[config.mk]
export PLATFORM = sky130hd
export DESIGN_NAME = ysyx_25010008_mdu_flat
export DESIGN_NICKNAME = d
export VERILOG_FILES = /design/src/rtl/ysyx_25010008_mdu_if.sv /design/src/rtl/ysyx_25010008_mdu.sv /design/src/flat_wrapper.sv
export SDC_FILE = /design/constraint.sdc
export NUM_CORES = 1
export LEC_CHECK = 0
export CAP_MARGIN = 20
export CORE_ASPECT_RATIO = 0.9
export CORE_MARGIN = 4
export CORE_UTILIZATION = 55
export DETAILED_ROUTE_END_ITERATION = 10
export PLACE_DENSITY = 0.78
export SYNTH_ARGS = -nofsm -noshare
export SYNTH_HDL_FRONTEND = slang
export SYNTH_SLANG_ARGS = --single-unit
[constraint.sdc]
create_clock -name clock -period 3.1 [get_ports clock]
set_input_delay 0.465 -clock clock [delete_from_list [all_inputs] [get_ports clock]]
set_output_delay 0.465 -clock clock [all_outputs]
set_load 0.1 [all_outputs]
[src/rtl/ysyx_25010008_mdu_if.sv]
// +--------------------------------------------------------------------------+
// | ysyx_25010008_mdu_if : request/response bundle of the multiply/divide unit |
// | Revision: 1.0                                                            |
// +--------------------------------------------------------------------------+
`default_nettype none

interface ysyx_25010008_mdu_if #(
  parameter int XLEN = 32
);
  logic            flush;
  logic            in_valid;
  logic            in_ready;
  logic [2:0]      funct3;
  logic [XLEN-1:0] operand1;
  logic [XLEN-1:0] operand2;
  logic            out_valid;
  logic            out_ready;
  logic [XLEN-1:0] result;

  modport master (
    output flush, in_valid, funct3, operand1, operand2, out_ready,
    input  in_ready, out_valid, result
  );

  modport slave (
    input  flush, in_valid, funct3, operand1, operand2, out_ready,
    output in_ready, out_valid, result
  );
endinterface

`default_nettype wire

[src/rtl/ysyx_25010008_mdu.sv]
// +--------------------------------------------------------------------------+
// | ysyx_25010008_mdu : iterative RV M-extension multiply/divide unit        |
// | Revision: 1.0                                                            |
// +--------------------------------------------------------------------------+
`default_nettype none

module ysyx_25010008_mdu #(
  parameter int XLEN = 32
) (
  input  logic               clock,
  input  logic               reset,
  ysyx_25010008_mdu_if.slave bus
);
  localparam int CW = $clog2(XLEN + 1);
  localparam logic [CW-1:0] LAST = CW'(XLEN - 1);

  typedef enum logic [1:0] {IDLE, CALC, FIX, DONE} state_t;

  state_t            state;
  logic [CW-1:0]     cnt;
  logic [2:0]        op;
  logic              neg;
  logic              neg_r;
  logic [2*XLEN-1:0] acc;
  logic [XLEN-1:0]   rem;
  logic [XLEN-1:0]   mag;
  logic              in_ready;
  logic              out_valid;
  logic [XLEN-1:0]   result;

  assign bus.in_ready  = in_ready;
  assign bus.out_valid = out_valid;
  assign bus.result    = result;

  // Operand signedness per funct3: signed1 for 000/001/010/100/110, signed2 for 000/001/100/110
  logic            signed1, signed2, sign1, sign2;
  logic [XLEN-1:0] mag1, mag2;
  logic            div_zero, div_ovf;
  logic [XLEN-1:0] special_res;

  assign signed1  = bus.funct3[2] ? ~bus.funct3[0] : (bus.funct3[1:0] != 2'b11);
  assign signed2  = bus.funct3[2] ? ~bus.funct3[0] : ~bus.funct3[1];
  assign sign1    = signed1 & bus.operand1[XLEN-1];
  assign sign2    = signed2 & bus.operand2[XLEN-1];
  assign mag1     = sign1 ? -bus.operand1 : bus.operand1;
  assign mag2     = sign2 ? -bus.operand2 : bus.operand2;
  assign div_zero = bus.funct3[2] & (bus.operand2 == '0);
  assign div_ovf  = bus.funct3[2] & ~bus.funct3[0]
                  & (bus.operand1 == {1'b1, {(XLEN-1){1'b0}}})
                  & (bus.operand2 == {XLEN{1'b1}});
  assign special_res = div_zero ? (bus.funct3[1] ? bus.operand1 : {XLEN{1'b1}})
                                : (bus.funct3[1] ? {XLEN{1'b0}} : bus.operand1);

  // Shift-add step: add multiplicand to upper half when the multiplier LSB is set, then shift right
  logic [XLEN:0]     mul_sum;
  logic [2*XLEN-1:0] mul_next;
  assign mul_sum  = {1'b0, acc[2*XLEN-1:XLEN]} + {1'b0, (acc[0] ? mag : {XLEN{1'b0}})};
  assign mul_next = {mul_sum, acc[XLEN-1:1]};

  // Restoring divide step: the dividend shifts out of acc's low half while quotient bits shift in
  logic [XLEN:0]   shifted, trial;
  logic [XLEN-1:0] rem_next, quo_next;
  assign shifted  = {rem, acc[XLEN-1]};
  assign trial    = shifted - {1'b0, mag};
  assign rem_next = trial[XLEN] ? shifted[XLEN-1:0] : trial[XLEN-1:0];
  assign quo_next = {acc[XLEN-2:0], ~trial[XLEN]};

  logic [2*XLEN-1:0] prod;
  logic [XLEN-1:0]   quo_fix, rem_fix, fix_res;
  assign prod    = neg ? -acc : acc;
  assign quo_fix = neg ? -acc[XLEN-1:0] : acc[XLEN-1:0];
  assign rem_fix = neg_r ? -rem : rem;
  assign fix_res = !op[2] ? ((op[1:0] == 2'b00) ? prod[XLEN-1:0] : prod[2*XLEN-1:XLEN])
                          : (op[1] ? rem_fix : quo_fix);

  always_ff @(posedge clock) begin
    if (reset) begin
      state     <= IDLE;
      cnt       <= '0;
      op        <= '0;
      neg       <= 1'b0;
      neg_r     <= 1'b0;
      acc       <= '0;
      rem       <= '0;
      mag       <= '0;
      in_ready  <= 1'b1;
      out_valid <= 1'b0;
      result    <= '0;
    end else if (bus.flush) begin
      state     <= IDLE;
      cnt       <= '0;
      in_ready  <= 1'b1;
      out_valid <= 1'b0;
    end else begin
      case (state)
        IDLE: begin
          if (bus.in_valid) begin
            op       <= bus.funct3;
            neg      <= sign1 ^ sign2;
            neg_r    <= sign1;
            cnt      <= '0;
            rem      <= '0;
            in_ready <= 1'b0;
            if (div_zero || div_ovf) begin
              result    <= special_res;
              out_valid <= 1'b1;
              state     <= DONE;
            end else begin
              state <= CALC;
              if (bus.funct3[2]) begin
                mag <= mag2;
                acc <= {{XLEN{1'b0}}, mag1};
              end else begin
                mag <= mag1;
                acc <= {{XLEN{1'b0}}, mag2};
              end
            end
          end
        end
        CALC: begin
          if (op[2]) begin
            acc <= {acc[2*XLEN-1:XLEN], quo_next};
            rem <= rem_next;
          end else begin
            acc <= mul_next;
          end
          cnt <= cnt + 1'b1;
          if (cnt == LAST) state <= FIX;
        end
        FIX: begin
          result    <= fix_res;
          out_valid <= 1'b1;
          state     <= DONE;
        end
        DONE: begin
          if (bus.out_ready) begin
            out_valid <= 1'b0;
            in_ready  <= 1'b1;
            state     <= IDLE;
          end
        end
        default: begin
          state     <= IDLE;
          in_ready  <= 1'b1;
          out_valid <= 1'b0;
        end
      endcase
    end
  end
endmodule

`default_nettype wire

[src/flat_wrapper.sv]
// flat-port wrapper written by rule: the top's interface ports become plain ports
module ysyx_25010008_mdu_flat 
#(
  parameter int XLEN = 32
)
  (clock, reset, bus_flush, bus_in_valid, bus_funct3, bus_operand1, bus_operand2, bus_out_ready, bus_in_ready, bus_out_valid, bus_result);
  ysyx_25010008_mdu_if #(.XLEN(XLEN)) bus_i ();
  input  logic clock;
  input  logic reset;
  input wire logic [$bits(bus_i.flush)-1:0] bus_flush;
  input wire logic [$bits(bus_i.in_valid)-1:0] bus_in_valid;
  input wire logic [$bits(bus_i.funct3)-1:0] bus_funct3;
  input wire logic [$bits(bus_i.operand1)-1:0] bus_operand1;
  input wire logic [$bits(bus_i.operand2)-1:0] bus_operand2;
  input wire logic [$bits(bus_i.out_ready)-1:0] bus_out_ready;
  output wire logic [$bits(bus_i.in_ready)-1:0] bus_in_ready;
  output wire logic [$bits(bus_i.out_valid)-1:0] bus_out_valid;
  output wire logic [$bits(bus_i.result)-1:0] bus_result;
  assign bus_i.flush = bus_flush;
  assign bus_i.in_valid = bus_in_valid;
  assign bus_i.funct3 = bus_funct3;
  assign bus_i.operand1 = bus_operand1;
  assign bus_i.operand2 = bus_operand2;
  assign bus_i.out_ready = bus_out_ready;
  assign bus_in_ready = bus_i.in_ready;
  assign bus_out_valid = bus_i.out_valid;
  assign bus_result = bus_i.result;
  ysyx_25010008_mdu #(.XLEN(XLEN)) u_core (.clock(clock), .reset(reset), .bus(bus_i));
endmodule
# Word level (Yosys, flattened, before mapping)
# Index checks and enable logic that the tools add are counted.
dict set report classes {
  mux 41
  n_div 0
  addsub 8
  n_bitwise 12
  eq_ne 14
  reduce_logical 19
  shifts 0
  order_cmp 0
  mul 0
}
# cell count
set ops {}
lappend ops {{32-bit two-way mux} 18}
lappend ops {{64-bit two-way mux} 4}
lappend ops {{32-bit negator} 4}
lappend ops {{32-bit case mux with 2 select lines} 2}
lappend ops {{64-bit case mux with 2 select lines} 1}
lappend ops {{32-bit == test (second input constant)} 2}
lappend ops {{64-bit negator} 1}
lappend ops {{32-bit by 32-bit adder with 33-bit output} 1}
lappend ops {{33-bit by 32-bit subtractor with 33-bit output} 1}
lappend ops {{32-bit logical NOT} 1}
lappend ops {{4-bit AND reduction} 5}
lappend ops {{6-bit case mux with 2 select lines} 1}
lappend ops {{2-bit != test (second input constant)} 5}
lappend ops {{3-bit AND reduction} 3}
lappend ops {{2-bit two-way mux} 4}
lappend ops {{2-bit case mux with 4 select lines} 1}
lappend ops {{1-bit two-way mux} 7}
lappend ops {{6-bit by 1-bit adder with 6-bit output (second input constant)} 1}
lappend ops {{1-bit bitwise AND} 6}
lappend ops {{6-bit by 5-bit == test with 1-bit output (second input constant)} 1}
lappend ops {{6-bit two-way mux} 1}
lappend ops {{2-bit by 1-bit != test with 1-bit output (second input constant)} 3}
lappend ops {{2-bit nonzero test} 3}
lappend ops {{1-bit inverter} 5}
lappend ops {{11 further kinds} 13}
dict set report word_totals {
  wordCells 106
  rom_bits 0
  latch_bits 0
  memories 0
  register_bits 175
  mem_bits_rw 0
}

# Longest topological paths before layout
dict set report logic_depth {
  ltp_word 8
  mapped_depth 14
  depth_no_buf 13
}

# Worst setup path after synthesis
# Ideal clock, no wire load.
dict set report synth_timing {
  path_type {register to register}
  from {register u_core.acc[0]}
  to {register u_core.result[30] (netlist: u_core.bus.result[30])}
  slack_ns -0.237
  path_stages_with_launch 12
  required_ns 3.009
  setup_time_ns 0.091
  t_arrival_ns 3.246
  path_cell_list {dfxtp_1 inv_1 clkbuf_1 ha_1 or4b_2 nor3_4 nand2_4 or3_4 o41ai_1 xnor2_1 o211ai_1 a311oi_1}
}
dict set report synth_via {
  elab_chain_len 5
}
# item line
set synth_rtl {}
lappend synth_rtl {{from (decl)} ysyx_25010008_mdu.sv:24} ;# logic [2*XLEN-1:0] acc;
lappend synth_rtl {{from (signal assigned)} ysyx_25010008_mdu.sv:112} ;# acc <= {{XLEN{1'b0}}, mag1};
lappend synth_rtl {{from (signal assigned)} ysyx_25010008_mdu.sv:115} ;# acc <= {{XLEN{1'b0}}, mag2};
lappend synth_rtl {{from (signal assigned)} ysyx_25010008_mdu.sv:122} ;# acc <= {acc[2*XLEN-1:XLEN], quo_next};
lappend synth_rtl {{64-bit negator or 32-bit negator (tied branches)} {ysyx_25010008_mdu.sv:70, ysyx_25010008_mdu.sv:71}}
lappend synth_rtl {{64-bit two-way mux or 32-bit two-way mux (tied branches)} {ysyx_25010008_mdu.sv:70, ysyx_25010008_mdu.sv:71}}
lappend synth_rtl {{32-bit two-way mux (on tied branches)} {ysyx_25010008_mdu.sv:73, ysyx_25010008_mdu.sv:74}}
lappend synth_rtl {{32-bit two-way mux *} ysyx_25010008_mdu.sv:73} ;# assign fix_res = !op[2] ? ((op[1:0] == 2'b00) ? prod[XLEN-1:0] : prod[2*XLEN-1:XLEN])
lappend synth_rtl {{32-bit case mux with 2 select lines *} ysyx_25010008_mdu.sv:95} ;# case (state)
lappend synth_rtl {{to (signal assigned)} ysyx_25010008_mdu.sv:105} ;# result <= special_res;
lappend synth_rtl {{to (signal assigned)} ysyx_25010008_mdu.sv:131} ;# result <= fix_res;
lappend synth_rtl {{to (decl)} ysyx_25010008_mdu.sv:29} ;# logic [XLEN-1:0] result;
# Every way passes the cells marked *; elsewhere a longest branch is shown, timed or not.
# A chain may end at the register's enable or synchronous reset.

# Worst setup path in the final report
dict set report layout_timing {
  from {register u_core.acc[0]}
  to {register u_core.result[2] (netlist: u_core.bus.result[2])}
}
# The elaborated chain is that of the path after synthesis.

==> flow_summary.yaml <==
status:
  status: "complete, but fails checks"
  violations: "negative setup slack"
layout:
  final_nets: 2676
  final_cell_area_sq_um: 21000
  area_growth_pct: 31.8
  fill_cells: 2201
  multi_input_area_sq_um: 12300
  stdcell_count: 2901
  antenna_cells: 0
  register_area_sq_um: 3520
  post_route_cells_drive_above_1_share_pct: 24.0
synthesis:
  synth_most_common_cell: "nand2_1"
  syn_inst: 2187
  syn_nets: 2335
  synth.yosys.seq_area_share_pct: 22.0
  synth_edf_count: 0
  avgSynthCellArea_sq_um: 7.28
  synthFlopType: "dfxtp_1"
  post_synth_num_cell_types: 92
  ys_ff_latch: 175
  netlist_area_sq_um: 15900
  synth_top_area_share_pct: 22.0
  yosysTopAreaCell: "dfxtp_1"
  async_reset_ff_share_pct: 0
  yosys_warnings: 0
  synth_area_leaders: "dfxtp_1 (22%), nand2_1 (6.4%), a21oi_1 (6.3%)"
  synth_top_cells_by_count: "nand2_1 (271), a21oi_1 (201), nor2_1 (185)"
clock_network:
  clock_path_buffers: 2
  root_buffer: "clkbuf_16"
  holdBufCountCts: 0
  cts_tree: "done"
  htreeDepth: 4
  cts-buffers-inserted: 17
  path_clk_slew_ns: 0.08
  insertion_delay_ns: 0.46
  clock-sinks: 175
min_path:
  hp-start: "reset"
  holdPathEnd: "u_core.bus.result[1]$_SDFFE_PP0P_"
  whs_path_depth: 2
  hp-class: "in -> reg"
sta:
  fin_ws_ns: -0.0970
  timing.final.crit_share_pct: 103
  rsz0062_at_grt: "yes"
  tightest_slew_ns: 1.10
  setup_viol: 5
  fmax_ghz: 0.313
  slew_viol_final: 0
  slew_headroom_pct: 26.4
  fin_crit_ns: 3.20
  finalClockSkew_ns: 0.00996
  hold_viol_final: 0
setup_path:
  criticalPathCategory: "reg -> reg"
  arrival_ns: 3.58
  cp_slowest_cell: "or4b_4"
  worstSetupStartpointType: "flip-flop"
  worst_r2r_path_depth: 12
  cp_data_required_time_ns: 3.48
  rr_startpoint: "u_core.acc[0]$_SDFFE_PP0P_"
  cp-end-kind: "flip-flop"
  cpMostUsedCell: "nor3_2"
  reg2reg_slack_ns: -0.1
  cp_max_fo: 3
  worstPathCellList: "inv_2 > ha_4 > or4b_4 > nor3_4 > buf_12 > nand2_4 > or3_4 > o41ai_4 > xor2_1 > a211oi_2 > nor3_2 > nor3_2"
  r2r-end: "u_core.bus.result[2]$_SDFFE_PP0P_"
  max_stage_delay_ns: 0.48
grt:
  top_usage_layer: "met2"
  grtUsageMet3_pct: 8.00
  overflow: 0
  grt_pass1_wl_um: 97200
  grt_pass1_vias: 17293
  grt.met1_usage_pct: 52.2
  grt_max_degree: 56
  groute.usage.overall_pct: 38.5
  antenna_found_initial: 0
  met2_usage_pct: 59.4
job:
  cap_violations: 0
routing:
  antenna_left: 0
  wl_um: 66100
  dr_total_vias: 19015
  via_per_inst: 6.55
  post_drt_wl_per_cell_um: 22.8
  initialDrtViolationCount: 2647
  first_pass_iters: 6
  drc_errors: 0
floorplanning:
  num_io_pins: 106
  dieArea_sq_um: 31800
  fp.dieH_um: 169
  core_area_sq_um: 28200
  fp.dieW_um: 187
  std_cell_rows: 58
  start_util_pct: 56.4
pwr:
  peakVddDrop_v: 0.000430
  power_density_nw_per_um2: 334
  leakage_uw: 0.00861
place:
  place_hpwl_um: 50000
  place_area_sq_um: 19400
  placed_cells: 2844
  place_congestion: 1.08
  io_buffer_count: 105
## where the power goes
part           internal, uW  switching [uW]
registers              2310            65.6
clock network          1100            1180
logic                  1010            1350
total                  4420            2600
## layout by cell type (no fill, tap or decap), drive strengths merged, types with 10 or more instances in the layout
cell type / instances
o41ai: 27
or4: 27
mux2i: 37
a21oi: 202
a21o: 32
dfxtp: 175
xnor2: 103
o211ai: 37
o221ai: 15
mux2: 27
buf: 383
o21a: 13
nor2: 189
a22oi: 11
a31oi: 24
nand2b: 20
nand3: 37
nor2b: 15
nand4: 22
nor3: 57
clkbuf: 19
and2: 14
nor4: 15
xor2: 91
nand2: 273
o21ai: 180
or2: 12
clkdlybuf4s50: 62
o22ai: 10
ha: 74
maj3: 22
a211oi: 44
a22o: 16
o31ai: 36
or3: 17
inv: 89
## worst max-delay path by stage
stage                                      startpoint                            endpoint  slack [ns]  cells after the start
final                      u_core.acc[0]$_SDFFE_PP0P_   u_core.bus.result[2]$_SDFFE_PP0P_        -0.1                     12
after global routing       u_core.acc[0]$_SDFFE_PP0P_   u_core.bus.result[2]$_SDFFE_PP0P_       -0.12                     12
after CTS                 u_core.acc[31]$_SDFFE_PP0P_          u_core.rem[3]$_SDFFE_PP0P_       0.001                     16
after detailed placement             bus_operand2[24]  u_core.bus.result[19]$_SDFFE_PP0P_       -0.64                      9
after global placement               bus_operand2[24]  u_core.bus.result[19]$_SDFFE_PP0P_       -0.50                      9
after floorplan            u_core.acc[0]$_SDFFE_PP0P_  u_core.bus.result[30]$_SDFFE_PP0P_       -0.08                     11
## repair_timing
item                       in CTS  in global routing
setup endpoints to repair      70                145
buffers inserted                8                 15
resized for setup              41                139
pin swaps                      17                 66
gates cloned                    2                  3
## sequential cells by signal, summed over array words and instances, names as in the netlist
register,flops
u_core.acc,64
u_core.bus.result,32
u_core.mag,32
u_core.rem,32
u_core.cnt,6
u_core.op,3
u_core.state,2
u_core.bus.in_ready,1
u_core.bus.out_valid,1
u_core.neg,1
u_core.neg_r,1
## critical path: cells and delay by family, from the launching register on
kind / cells / cell delay [ns]
flops: 1 / 0.33
xor+xnor: 1 / 0.14
fa+ha+maj: 1 / 0.14
simple gates: 6 / 1.43
compound gates: 2 / 0.83
buf+inv: 2 / 0.23
## per-layer routing
metal | wire [um] | share of wire, %
met2 | 28200 | 43
met5 | 0 | 0
met3 | 7670 | 12
met4 | 3680 | 5.6
met1 | 26500 | 40
## cell families after synthesis
logic type,synth area share (%)
xor gates and xnor gates,10.7
buffers and inverters,5.33
AOI/OAI and AO/OA,28.8
adders and majority gates,7.45
muxes,4.23
DFF,22.0
and+or+nand+nor,21.5
## metrics by stage
stage | setup slack (ns) | hold WS, ns | util (%) | power (uW) | TNS (ns)
after floorplan | -0.0763 | 0.432 | - | 3630 | -0.0904
after global placement | -0.504 | 0.440 | 68.7 | 4490 | -49.23
after detailed placement | -0.635 | 0.444 | 68.7 | 4530 | -60.92
after CTS | 0.00137 | 0.428 | 71.7 | 6810 | 0
after global routing | -0.118 | 0.458 | 74.4 | 7240 | -0.967
final | -0.0970 | 0.445 | 74.4 | 7020 | -0.204
## layout make-up
cell class,instances,area share [%]
repair buffers,454,18.2
inverters,81,1.46
flip-flops and latches,175,16.8
clock buffers,17,2.03
well taps,360,2.15
multi-input cells,1799,58.6
clock inverters,15,0.864
(Power assumes the default switching activity.)
